===== src/rtl/coherence_bus_ctrl.sv =====
// Memory-side coherence controller for two cores. Serialises icache and
// dcache requests onto one single-port RAM and runs a two-cycle snoop of
// the other dcache before coherence transactions, forwarding or writing
// back a dirty copy when the snooped cache holds one.
module coherence_bus_ctrl #(
  parameter int CPUS   = 2,
  parameter int WORD_W = 32
) (
  input  logic                   CLK,
  input  logic                   RST,
  input  logic [CPUS-1:0]        iREN,
  input  logic [CPUS*WORD_W-1:0] iaddr,
  output logic [CPUS-1:0]        iwait,
  output logic [CPUS*WORD_W-1:0] iload,
  input  logic [CPUS-1:0]        dREN,
  input  logic [CPUS-1:0]        dWEN,
  input  logic [CPUS*WORD_W-1:0] daddr,
  input  logic [CPUS*WORD_W-1:0] dstore,
  output logic [CPUS-1:0]        dwait,
  output logic [CPUS*WORD_W-1:0] dload,
  input  logic [CPUS-1:0]        cctrans,
  input  logic [CPUS-1:0]        ccwrite,
  output logic [CPUS-1:0]        ccwait,
  output logic [CPUS-1:0]        ccinv,
  output logic [CPUS*WORD_W-1:0] ccsnoopaddr,
  output logic                   ramREN,
  output logic                   ramWEN,
  output logic [WORD_W-1:0]      ramaddr,
  output logic [WORD_W-1:0]      ramstore,
  input  logic [WORD_W-1:0]      ramload,
  input  logic                   ramwait
);

  typedef enum logic [2:0] {
    IDLE,
    SNOOP,
    WB,
    DACCESS,
    IACCESS
  } state_t;

  state_t r_state;
  state_t w_nextState;

  logic r_dptr;
  logic r_iptr;
  logic r_req;
  logic r_reqWrite;
  logic r_snoopCnt;

  logic w_nextDptr;
  logic w_nextIptr;
  logic w_nextReq;
  logic w_nextReqWrite;
  logic w_nextSnoopCnt;

  logic              w_oth;
  logic [CPUS-1:0]   w_dReq;
  logic              w_dGrant;
  logic              w_iGrant;
  logic [WORD_W-1:0] w_daddrReq;
  logic [WORD_W-1:0] w_dstoreReq;
  logic [WORD_W-1:0] w_dstoreOth;
  logic [WORD_W-1:0] w_iaddrReq;

  // The granted core and its partner, plus the words each state reads.
  assign w_oth       = ~r_req;
  assign w_dReq      = dREN | dWEN;
  assign w_dGrant    = w_dReq[r_dptr] ? r_dptr : ~r_dptr;
  assign w_iGrant    = iREN[r_iptr] ? r_iptr : ~r_iptr;
  assign w_daddrReq  = daddr[r_req*WORD_W +: WORD_W];
  assign w_dstoreReq = dstore[r_req*WORD_W +: WORD_W];
  assign w_dstoreOth = dstore[w_oth*WORD_W +: WORD_W];
  assign w_iaddrReq  = iaddr[r_req*WORD_W +: WORD_W];

  // State and arbitration registers; reset abandons any transaction.
  always_ff @(posedge CLK) begin
    if (RST) begin
      r_state    <= IDLE;
      r_dptr     <= 1'b0;
      r_iptr     <= 1'b0;
      r_req      <= 1'b0;
      r_reqWrite <= 1'b0;
      r_snoopCnt <= 1'b0;
    end else begin
      r_state    <= w_nextState;
      r_dptr     <= w_nextDptr;
      r_iptr     <= w_nextIptr;
      r_req      <= w_nextReq;
      r_reqWrite <= w_nextReqWrite;
      r_snoopCnt <= w_nextSnoopCnt;
    end
  end

  // Next-state, grant bookkeeping and all bus/cache outputs.
  always_comb begin
    w_nextState    = r_state;
    w_nextDptr     = r_dptr;
    w_nextIptr     = r_iptr;
    w_nextReq      = r_req;
    w_nextReqWrite = r_reqWrite;
    w_nextSnoopCnt = r_snoopCnt;
    iwait          = '1;
    dwait          = '1;
    iload          = '0;
    dload          = '0;
    ccwait         = '0;
    ccinv          = '0;
    ccsnoopaddr    = '0;
    ramREN         = 1'b0;
    ramWEN         = 1'b0;
    ramaddr        = '0;
    ramstore       = '0;

    case (r_state)
      IDLE: begin
        if (|w_dReq) begin
          w_nextReq      = w_dGrant;
          w_nextReqWrite = dWEN[w_dGrant];
          w_nextDptr     = ~w_dGrant;
          w_nextSnoopCnt = 1'b0;
          w_nextState    = cctrans[w_dGrant] ? SNOOP : DACCESS;
        end else if (|iREN) begin
          w_nextReq   = w_iGrant;
          w_nextState = IACCESS;
        end
      end

      SNOOP: begin
        ccwait[w_oth] = 1'b1;
        ccinv[w_oth]  = ccwrite[r_req];
        ccsnoopaddr[w_oth*WORD_W +: WORD_W] = w_daddrReq;
        if (r_snoopCnt) begin
          w_nextSnoopCnt = 1'b0;
          w_nextState    = (ccwrite[w_oth] && dWEN[w_oth]) ? WB : DACCESS;
        end else begin
          w_nextSnoopCnt = 1'b1;
        end
      end

      WB: begin
        ccwait[w_oth] = 1'b1;
        ccinv[w_oth]  = ccwrite[r_req];
        ccsnoopaddr[w_oth*WORD_W +: WORD_W] = w_daddrReq;
        ramWEN   = 1'b1;
        ramaddr  = w_daddrReq;
        ramstore = w_dstoreOth;
        if (!ramwait) begin
          dwait[w_oth] = 1'b0;
          if (!r_reqWrite) begin
            dwait[r_req] = 1'b0;
            dload[r_req*WORD_W +: WORD_W] = w_dstoreOth;
            w_nextState = IDLE;
          end else begin
            w_nextState = DACCESS;
          end
        end
      end

      DACCESS: begin
        ramREN   = ~r_reqWrite;
        ramWEN   = r_reqWrite;
        ramaddr  = w_daddrReq;
        ramstore = w_dstoreReq;
        if (!ramwait) begin
          dwait[r_req] = 1'b0;
          dload[r_req*WORD_W +: WORD_W] = ramload;
          w_nextState = IDLE;
        end
      end

      IACCESS: begin
        ramREN  = 1'b1;
        ramaddr = w_iaddrReq;
        if (!ramwait) begin
          iwait[r_req] = 1'b0;
          iload[r_req*WORD_W +: WORD_W] = ramload;
          w_nextIptr  = ~r_req;
          w_nextState = IDLE;
        end
      end

      default: w_nextState = IDLE;
    endcase

    if (RST) begin
      iwait       = '1;
      dwait       = '1;
      iload       = '0;
      dload       = '0;
      ccwait      = '0;
      ccinv       = '0;
      ccsnoopaddr = '0;
      ramREN      = 1'b0;
      ramWEN      = 1'b0;
      ramaddr     = '0;
      ramstore    = '0;
    end
  end

endmodule


===== config.mk =====
export PLATFORM = sky130hd
export DESIGN_NAME = coherence_bus_ctrl
export DESIGN_NICKNAME = d
export VERILOG_FILES = /design/src/rtl/coherence_bus_ctrl.sv
export SDC_FILE = /design/constraint.sdc
export NUM_CORES = 1
export LEC_CHECK = 0
export BUFFER_PORTS_ARGS = -buffer_cell sky130_fd_sc_hd__buf_2
export CELL_PAD_IN_SITES_DETAIL_PLACEMENT = 1
export CELL_PAD_IN_SITES_GLOBAL_PLACEMENT = 1
export CORE_AREA = 2 2 197 199
export CTS_CLUSTER_SIZE = 12
export DETAILED_ROUTE_END_ITERATION = 8
export DIE_AREA = 0 0 199 201
export GPL_ROUTABILITY_DRIVEN = 0
export PLACE_DENSITY_LB_ADDON = 0.1
export REMOVE_ABC_BUFFERS = 1
export SLEW_MARGIN = 20
export SYNTH_ARGS = -nofsm -noshare
export SYNTH_HDL_FRONTEND = slang
export SYNTH_SLANG_ARGS = --single-unit

===== constraint.sdc =====
create_clock -name CLK -period 2.3 [get_ports CLK]
set_input_delay 0.46 -clock CLK [delete_from_list [all_inputs] [get_ports CLK]]
set_output_delay 0.46 -clock CLK [all_outputs]
set_load 0.05 [all_outputs]

==> results of run 1 <==
[cell usage after synthesis, types with 2 or more instances]
cell type  instances
nor2_1            74
and3_1             3
nor3b_2            2
nand3b_1           2
nor2b_1            4
a211oi_1           5
o31ai_1            2
buf_2             15
o22ai_1           33
mux2i_1           66
and2_1           130
a22oi_1           65
nand3_1            3
dfxtp_1            8
o211ai_1           2
inv_1              5
nand2b_1           6
clkbuf_1          45
nor3b_1            3
a21oi_1           37
buf_1              2
xor2_1             2
nand2_1           72
a31oi_1            2
o21ai_0            4
[stage by stage]
| stage | hold slack (ps) | std cells | total power, W | instance area (µm²) | setup TNS, ps |
|---|---|---|---|---|---|
| final | 473 | 1675 | 0.00814 | 11500 | -18090 |
| after global routing | 528 | 1674 | 0.00861 | 11500 | -30350 |
| after CTS | 477 | 1665 | 0.00754 | 10300 | -19940 |
| after detailed placement | 472 | 1620 | 0.00604 | 8060 | -16670 |
| after global placement | 449 | 1620 | 0.00605 | 8060 | -16260 |
| after floorplan | 433 | 544 | 0.00359 | 3490 | -648770 |
[worst register-to-register path, stage by stage, from the launching register on]
cell and delay [ps]:
dfxtp_2 320, buf_6 120, buf_6 120, buf_4 140, buf_4 160, or4b_1 530, o31ai_1 120, a31oi_1 90
mux2i_1 130
[registers in the layout, summed over array words and instances (netlist names)]
name and flops:
r_iptr 1, r_reqWrite 1, r_req 1, r_state 3
r_snoopCnt 1, r_dptr 1
[cell type report]
type	instances	area, µm²
Multi-Input combinational cell	531	4160
Clock buffer	4	78.8
Tap cell	518	648
Inverter	5	23.8
Fill cell	4476	26600
Antenna cell	1	2.50
Sequential cell	8	170
Timing Repair Buffer	608	6410
[kinds of logic (layout without fill, tap and decap cells)]
kind of cell | after synthesis | after routing | synth area share [%]
AO/OA/AOI/OAI | 155 | 155 | 27.2
AND/OR/NAND/NOR | 307 | 307 | 42.9
flip-flops | 8 | 8 | 4.28
multiplexers | 66 | 66 | 17.6
XOR/XNOR | 3 | 3 | 0.702
other | 0 | 1 | 0
buffers and inverters | 67 | 617 | 7.22
[routing by layer]
| layer | global-route usage, % | up-vias |
|---|---|---|
| met2 | 31.6 | 271 |
| met5 | 0 | - |
| met1 | 20.6 | 3394 |
| met3 | 2.62 | 20 |
| met4 | 1.39 | 0 |
| li1 | - | 3228 |
[final timing paths]
| check | start | end | slack (ps) | cells after the start |
|---|---|---|---|---|
| min reg2reg | r_snoopCnt | r_snoopCnt | 470 | 2 |
| min | r_snoopCnt | r_snoopCnt | 470 | 2 |
| max reg2reg | r_state[1] | r_state[0] | 450 | 8 |
| max | ramwait | dload[47] | -250 | 8 |
[report_power, final]
part / internal, W / leakage, nW / switching (W) / total, W
clock network: 0.000232 / 0.0382 / 0.0000782 / 0.000310
registers: 0.000194 / 0.0679 / 0.0000621 / 0.000256
logic: 0.00333 / 4.87 / 0.00424 / 0.00757
[timing repair]
item,CTS,global route
setup buffers,27,10
endpoints found under the setup margin,250,248
resized for setup,481,318
pin swaps,64,100
hold buffers,0,0
gates cloned,15,10
==> out/summary.txt, run 1 <==
Net count, final = 1,394
Initial Util = 9.83%
WP data required = 1840 ps
CP dominant cell by count = buf_6
P_leak = 4.98 nW
largest cells by area after synthesis = and2_1 (22%), mux2i_1 (18%), a22oi_1 (13%), nor2_1 (7.4%), nand2_1 (7.2%)
worst-path cell chain = buf_8, or3b_4, nor4b_4, buf_6, buf_6, a22oi_1, nor2_1, buf_6
Worst Tran Pin Value = 373 ps
share of cells above drive strength 1 = 74.0%
Main synth FF type = dfxtp_1
CTS Root Cell = clkbuf_16
VDD IR max = 0.331 mV
Antenna Nets Post-Route = 0
worst skew pair latency = 240 ps
max frequency = 392 MHz
most frequent cells in the layout = buf_2 (259), and2_4 (128), buf_8 (120)
Top Layer Used = met4
H-tree depth = 1
status = complete, but fails checks
die area = 40,000 µm²
# rows = 72
mean routed wirelength per cell = 22.5 µm
port bufs = 502
die height = 201 µm
overall via count from detail_route = 6,913
Remaining DRCs = 0
critical path startpoint category = primary input
Worst slew margin = 75.1%
CP arrival = 2090 ps
post-synthesis cell count = 606
CP Max Fanout = 8
met3 wire len = 2310 µm
PD cells = 708 nW/µm²
largest net degree at the start of global routing = 33
Slew Limit Fails = 0
Die X = 199 µm
Slowest cell on crit path = or3b_4
Fin. Hold Viols = 0
Max Cap Viol = 0
Crit Path Category = in -> out
RSZ-0062 raised after global routing = yes
CTS tree = built
number of synthesized flops with an enable pin = 0
post-synthesis sequential area ratio = 4.28%
vias per inst = 4.13
Yosys top cell area share = 21.7%
Synth Cell Area = 3740 µm²
post-synth top area cell = and2_1
first-pass GRT wire length = 50,200 µm
Worst Skew = 3.78 ps
fin crit share = 111%
synthesized flop and latch total = 8
commonest non-fill, non-tap cell in the layout = buf_2
final setup fails = 129
final wirelength = 37,600 µm
Clock transition at path regs = 40 ps
met2 wire length = 19,700 µm
DRT Pass-1 Iters = 4
initial antenna violation count = 1
Detailed Route Iter0 Violations = 236
post-synth cell types = 39
vias in the first global route = 7,178
Final Util = 30.2%
failing checks = setup timing
total track usage = 16.8%
clock sinks = 8
Syn Area/Cell = 6.18 µm²
CP peak stage delay = 440 ps
IO Count = 503
WL met1 = 15,300 µm
Synth Warn # = 0
asr flop ratio synth = 0%
Layout area overhead = 207%
hpwl dp = 26,500 µm
Top delay family on crit path = simple AND/OR/NAND/NOR gates
Bufs and invs on worst path = 4
critical path capture point type = output port
pre-CTS setup slack = -300 ps
Clock Tree Buf Depth = 2
Setup WS post-layout = -252 ps
core area = 38,100 µm²
GRT overflow = 0
CTS buffer count = 3
hold crit path type = reg -> reg
Period minus WS final = 2550 ps
No activity file was read; power rests on OpenSTA's default activity.
==> inputs of run 2 (changes only) <==
Settings changed: CORE_AREA 2 2 197 199 to 3 3 193 195, DIE_AREA 0 0 199 201 to 0 0 196 198, SKIP_LAST_GASP set to 1.
==> out/summary.txt, run 2 (synthesized netlist as in run 1, its figures left out) <==
largest net degree at the start of global routing = 49 (+48%)
most frequent cells in the layout = buf_2 (254), buf_4 (99), buf_6 (84)
CTS buffer count = 3 (unchanged)
Worst slew margin = 75.5% (+0.47 points)
port bufs = 502 (unchanged)
Period minus WS final = 2570 ps (+18.9 ps)
hold crit path type = reg -> reg
first-pass GRT wire length = 49,500 µm (-1.6%)
total track usage = 16.7% (-0.11 points)
die area = 38,800 µm² (-3.0%)
Detailed Route Iter0 Violations = 181 (-23%)
initial antenna violation count = 7 (+6)
PD cells = 713 nW/µm² (+0.67%)
CP Max Fanout = 8 (unchanged)
setup TNS = -15,560 ps (+2520 ps)
status = complete, but fails checks
P_leak = 4.67 nW (-6.3%)
H-tree depth = 1 (unchanged)
commonest non-fill, non-tap cell in the layout = buf_2
DRT Pass-1 Iters = 4 (unchanged)
WP data required = 1840 ps (about the same)
Clock Tree Buf Depth = 2 (unchanged)
pre-CTS setup slack = -273 ps (+26.8 ps)
Antenna Nets Post-Route = 0 (unchanged)
core area = 35,600 µm² (-6.7%)
Layout area overhead = 180%
Fin. Hold Viols = 0 (unchanged)
overall via count from detail_route = 6,918 (+0.072%)
max frequency = 389 MHz (-0.73%)
CTS tree = built
CP peak stage delay = 440 ps (about the same)
Initial Util = 10.5% (+0.70 points)
failing checks = setup timing
Clock transition at path regs = 40 ps (about the same)
Hold Buf Count CTS = 0 (unchanged)
final setup fails = 98 (-24%)
CP dominant cell by count = buf_6
Final Util = 29.4% (-0.72 points)
critical path capture point type = output port
Crit Path Category = in -> out
RSZ-0062 raised after global routing = yes
Largest register FFs = 3 (unchanged)
GRT overflow = 0 (unchanged)
Setup WS post-layout = -271 ps (-18.9 ps)
worst skew pair latency = 230 ps (about the same)
Worst Tran Pin Value = 367 ps (-6.59 ps)
IO Count = 503 (unchanged)
Max Cap Viol = 0 (unchanged)
mean routed wirelength per cell = 23.6 µm (+5.0%)
# rows = 69 (-4.2%)
Slowest cell on crit path = or3b_4
Worst Skew = 0.262 ps (-3.52 ps)
vias in the first global route = 7,062 (-1.6%)
Remaining DRCs = 0 (unchanged)
critical path startpoint category = primary input
Slew Limit Fails = 0 (unchanged)
most flop-heavy register = r_state
CP arrival = 2110 ps (+20 ps)
hpwl dp = 26,600 µm (+0.50%)
fin crit share = 112% (+0.82 points)
die height = 198 µm (-1.5%)
clock sinks = 8 (unchanged)
vias per inst = 4.28 (+3.7%)
share of cells above drive strength 1 = 67.6% (-6.4 points)
Die X = 196 µm (-1.5%)
CTS Root Cell = clkbuf_16
Net count, final = 1,388 (-0.43%)
VDD IR max = 0.278 mV (-16%)
final wirelength = 38,100 µm (+1.3%)
worst-path cell chain = buf_6, or3b_4, nor4b_4, buf_6, clkbuf_16, a22oi_2, nor2_1, buf_6
==> run 2: metrics by stage <==
step,area [µm²],cells,hold slack [ps],power (W)
6_report,10500,1616,468,0.00746
5_1_grt,10500,1616,494,0.00790
4_1_cts,9140,1586,476,0.00640
3_5_place_dp,7550,1554,471,0.00568
2_1_floorplan,3490,544,433,0.00359
3_3_place_gp,7550,1554,453,0.00568
==> run 2: final cells by class <==
class / instances / area [µm²]
Clock buffer: 4 / 78.8
Timing Repair Buffer: 602 / 5680
Sequential cell: 8 / 170
Tap cell: 461 / 577
Antenna cell: 5 / 12.5
Multi-Input combinational cell: 531 / 3940
Inverter: 5 / 21.3
Fill cell: 4239 / 25100
==> run 2: per-layer routing <==
layer,vias to the layer above,GRT usage [%],wire length (µm)
li1,3218,-,-
met1,3345,20.0,15200
met2,304,30.7,19800
met3,49,2.79,2070
met4,2,4.67,1060
met5,-,0,19
==> run 2: path summary, 6_finish.rpt <==
check | end | start | depth (start not counted) | slack [ps]
worst max-delay path | dload[36] | ramwait | 8 | -270
worst min-delay path | r_snoopCnt | r_snoopCnt | 2 | 470
worst min register to register | r_snoopCnt | r_snoopCnt | 2 | 470
worst max register to register | r_state[0] | r_state[1] | 6 | 670
==> run 2: critical path, delay by kind of cell <==
kind	cells	cell delay [ps]
buffers and inverters	4	660
AND/OR/NAND/NOR	3	890
AO/OA/AOI/OAI	1	90
==> run 2: power by group <==
group | switching (W) | internal [W] | leakage [nW]
clock | 0.0000719 | 0.000231 | 0.0382
combinational | 0.00407 | 0.00281 | 4.56
sequential | 0.0000893 | 0.000194 | 0.0679
==> run 2: what timing repair did <==
item	4_1_cts	5_1_grt
gates resized for setup	359	316
setup buffers	18	20
endpoints found under the setup margin	236	257
pin swaps	39	91
gates cloned	10	11
==> inputs of run 3 (changes only) <==
Settings changed: PLACE_DENSITY set to 0.61, PLACE_DENSITY_LB_ADDON 0.1 to unset.
==> out/summary.txt, run 3 (synthesized netlist as in run 1, its figures left out) <==
total track usage = 14.9% (-1.8 points)
Remaining DRCs = 0 (unchanged)
Hold Buf Count CTS = 0 (unchanged)
Period minus WS final = 2560 ps (-8.21 ps)
port bufs = 502 (unchanged)
placed cell area = 7890 µm² (+4.5%)
most flop-heavy register = r_state
Max Cap Viol = 0 (unchanged)
CTS tree = built
P_leak = 4.57 nW (-2.1%)
Slew Limit Fails = 0 (unchanged)
Initial Util = 10.5% (unchanged)
status = complete, but fails checks
H-tree depth = 1 (unchanged)
hold crit path type = reg -> reg
Worst Tran Pin Value = 325 ps (-41.8 ps)
end of the critical path = dload[52]
commonest non-fill, non-tap cell in the layout = buf_2
Fillers = 4,284 (+1.1%)
WP data required = 1840 ps (about the same)
vias in the first global route = 7,173 (+1.6%)
critical path startpoint category = flip-flop
fin crit share = 111% (-0.36 points)
worst skew pair latency = 240 ps (about the same)
RSZ-0062 raised after global routing = yes
failing checks = setup timing
# rows = 69 (unchanged)
CTS Root Cell = clkbuf_16
Net count, final = 1,386 (-0.14%)
max frequency = 390 MHz (+0.32%)
VDD IR max = 0.419 mV (+51%)
Die X = 196 µm (unchanged)
clock sinks = 8 (unchanged)
Crit Path Category = reg -> out
PD cells = 729 nW/µm² (+2.3%)
Worst Skew = 0.849 ps (+0.587 ps)
critical path capture point type = output port
Worst R2R Path Depth = 7 (+1)
mean routed wirelength per cell = 21.7 µm (-7.8%)
FF-to-FF setup slack = 530 ps (-140 ps)
largest net degree at the start of global routing = 55 (+12%)
overall via count from detail_route = 7,153 (+3.4%)
core area = 35,600 µm² (unchanged)
Overall Power = 0.00721 W (-3.4%)
Largest register FFs = 3 (unchanged)
GRT overflow = 0 (unchanged)
hpwl dp = 25,900 µm (-2.6%)
Antenna Nets Post-Route = 0 (unchanged)
first-pass GRT wire length = 44,800 µm (-9.4%)
worst r2r src = r_state[1]
Clock transition at path regs = 40 ps (about the same)
Layout area overhead = 164%
share of cells above drive strength 1 = 62.0% (-5.5 points)
most frequent cells in the layout = buf_2 (279), buf_4 (132), nand2_1 (70)
Setup WS post-layout = -263 ps (+8.21 ps)
Detailed Route Iter0 Violations = 230 (+27%)
Clock Tree Buf Depth = 2 (unchanged)
fin area = 9900 µm² (-5.5%)
Worst slew margin = 78.2% (+2.6 points)
Final Util = 27.8% (-1.6 points)
die area = 38,800 µm² (unchanged)
IO Count = 503 (unchanged)
CP arrival = 2100 ps (about the same)
initial antenna violation count = 4 (-3)
DRT Pass-1 Iters = 5 (+1)
final setup fails = 126 (+29%)
CTS buffer count = 3 (unchanged)
reg2reg end = r_state[0]
CP Launch Point = r_state[2]
CP Max Fanout = 32 (+24)
die height = 198 µm (unchanged)
vias per inst = 4.45 (+3.8%)
Antenna Diode Count = 0 (-5)
Fin. Hold Viols = 0 (unchanged)
final wirelength = 35,000 µm (-8.2%)
## run 3: report_power, final
part           switching (W)  internal, W  total (W)
clock network      0.0000798     0.000232   0.000312
logic                0.00392      0.00270    0.00662
registers          0.0000828     0.000194   0.000277
total                0.00408      0.00313    0.00721
## run 3: final cells by class
cell class / instances / area [µm²] / share of cell area, %
repair buffers: 600 / 5350 / 54.0
flip-flops and latches: 8 / 170 / 1.72
multi-input cells: 531 / 3700 / 37.4
inverters: 5 / 18.8 / 0.190
well taps: 461 / 577 / 5.83
clock buffers: 4 / 78.8 / 0.796
## run 3: layer usage
metal,vias to the layer above,global-route usage (%),wire length [µm]
li1,3206,-,-
met1,3447,17.0,13300
met2,421,28.6,18000
met3,77,2.28,2310
met4,2,4.36,1320
met5,-,0,13
## run 3: worst max-delay path, cell delays in order (launching register included)
cell and delay, ps:
dfxtp_2 320, or3b_4 440, nor4b_4 320, buf_12 240, a22oi_1 130, nor2_1 150
buf_4 220
## run 3: how the worst min path moves through the flow
| stage | startpoint | endpoint | slack (ps) | depth (start not counted) |
|---|---|---|---|---|
| floorplan | r_snoopCnt | r_snoopCnt | 430 | 2 |
| global placement | r_snoopCnt | r_snoopCnt | 450 | 2 |
| detailed placement | r_snoopCnt | r_snoopCnt | 460 | 2 |
| CTS | r_snoopCnt | r_snoopCnt | 460 | 2 |
| global route | r_snoopCnt | r_snoopCnt | 490 | 2 |
| finish | r_snoopCnt | r_snoopCnt | 460 | 2 |
## run 3: timing repair
item,4_1_cts,5_1_grt
gates cloned,4,8
setup endpoints to repair,218,253
setup buffers,12,21
resized for setup,168,360
pin swaps,17,42
## run 3: metrics by stage
| step | setup slack (ps) | TNS [ps] | hold WS, ps | cells |
|---|---|---|---|---|
| global route | -319 | -28280 | 491 | 1609 |
| detailed placement | -285 | -15490 | 457 | 1565 |
| global placement | -277 | -13100 | 446 | 1565 |
| CTS | -229 | -24600 | 463 | 1585 |
| floorplan | -2940 | -648770 | 433 | 544 |
| finish | -263 | -16800 | 459 | 1609 |
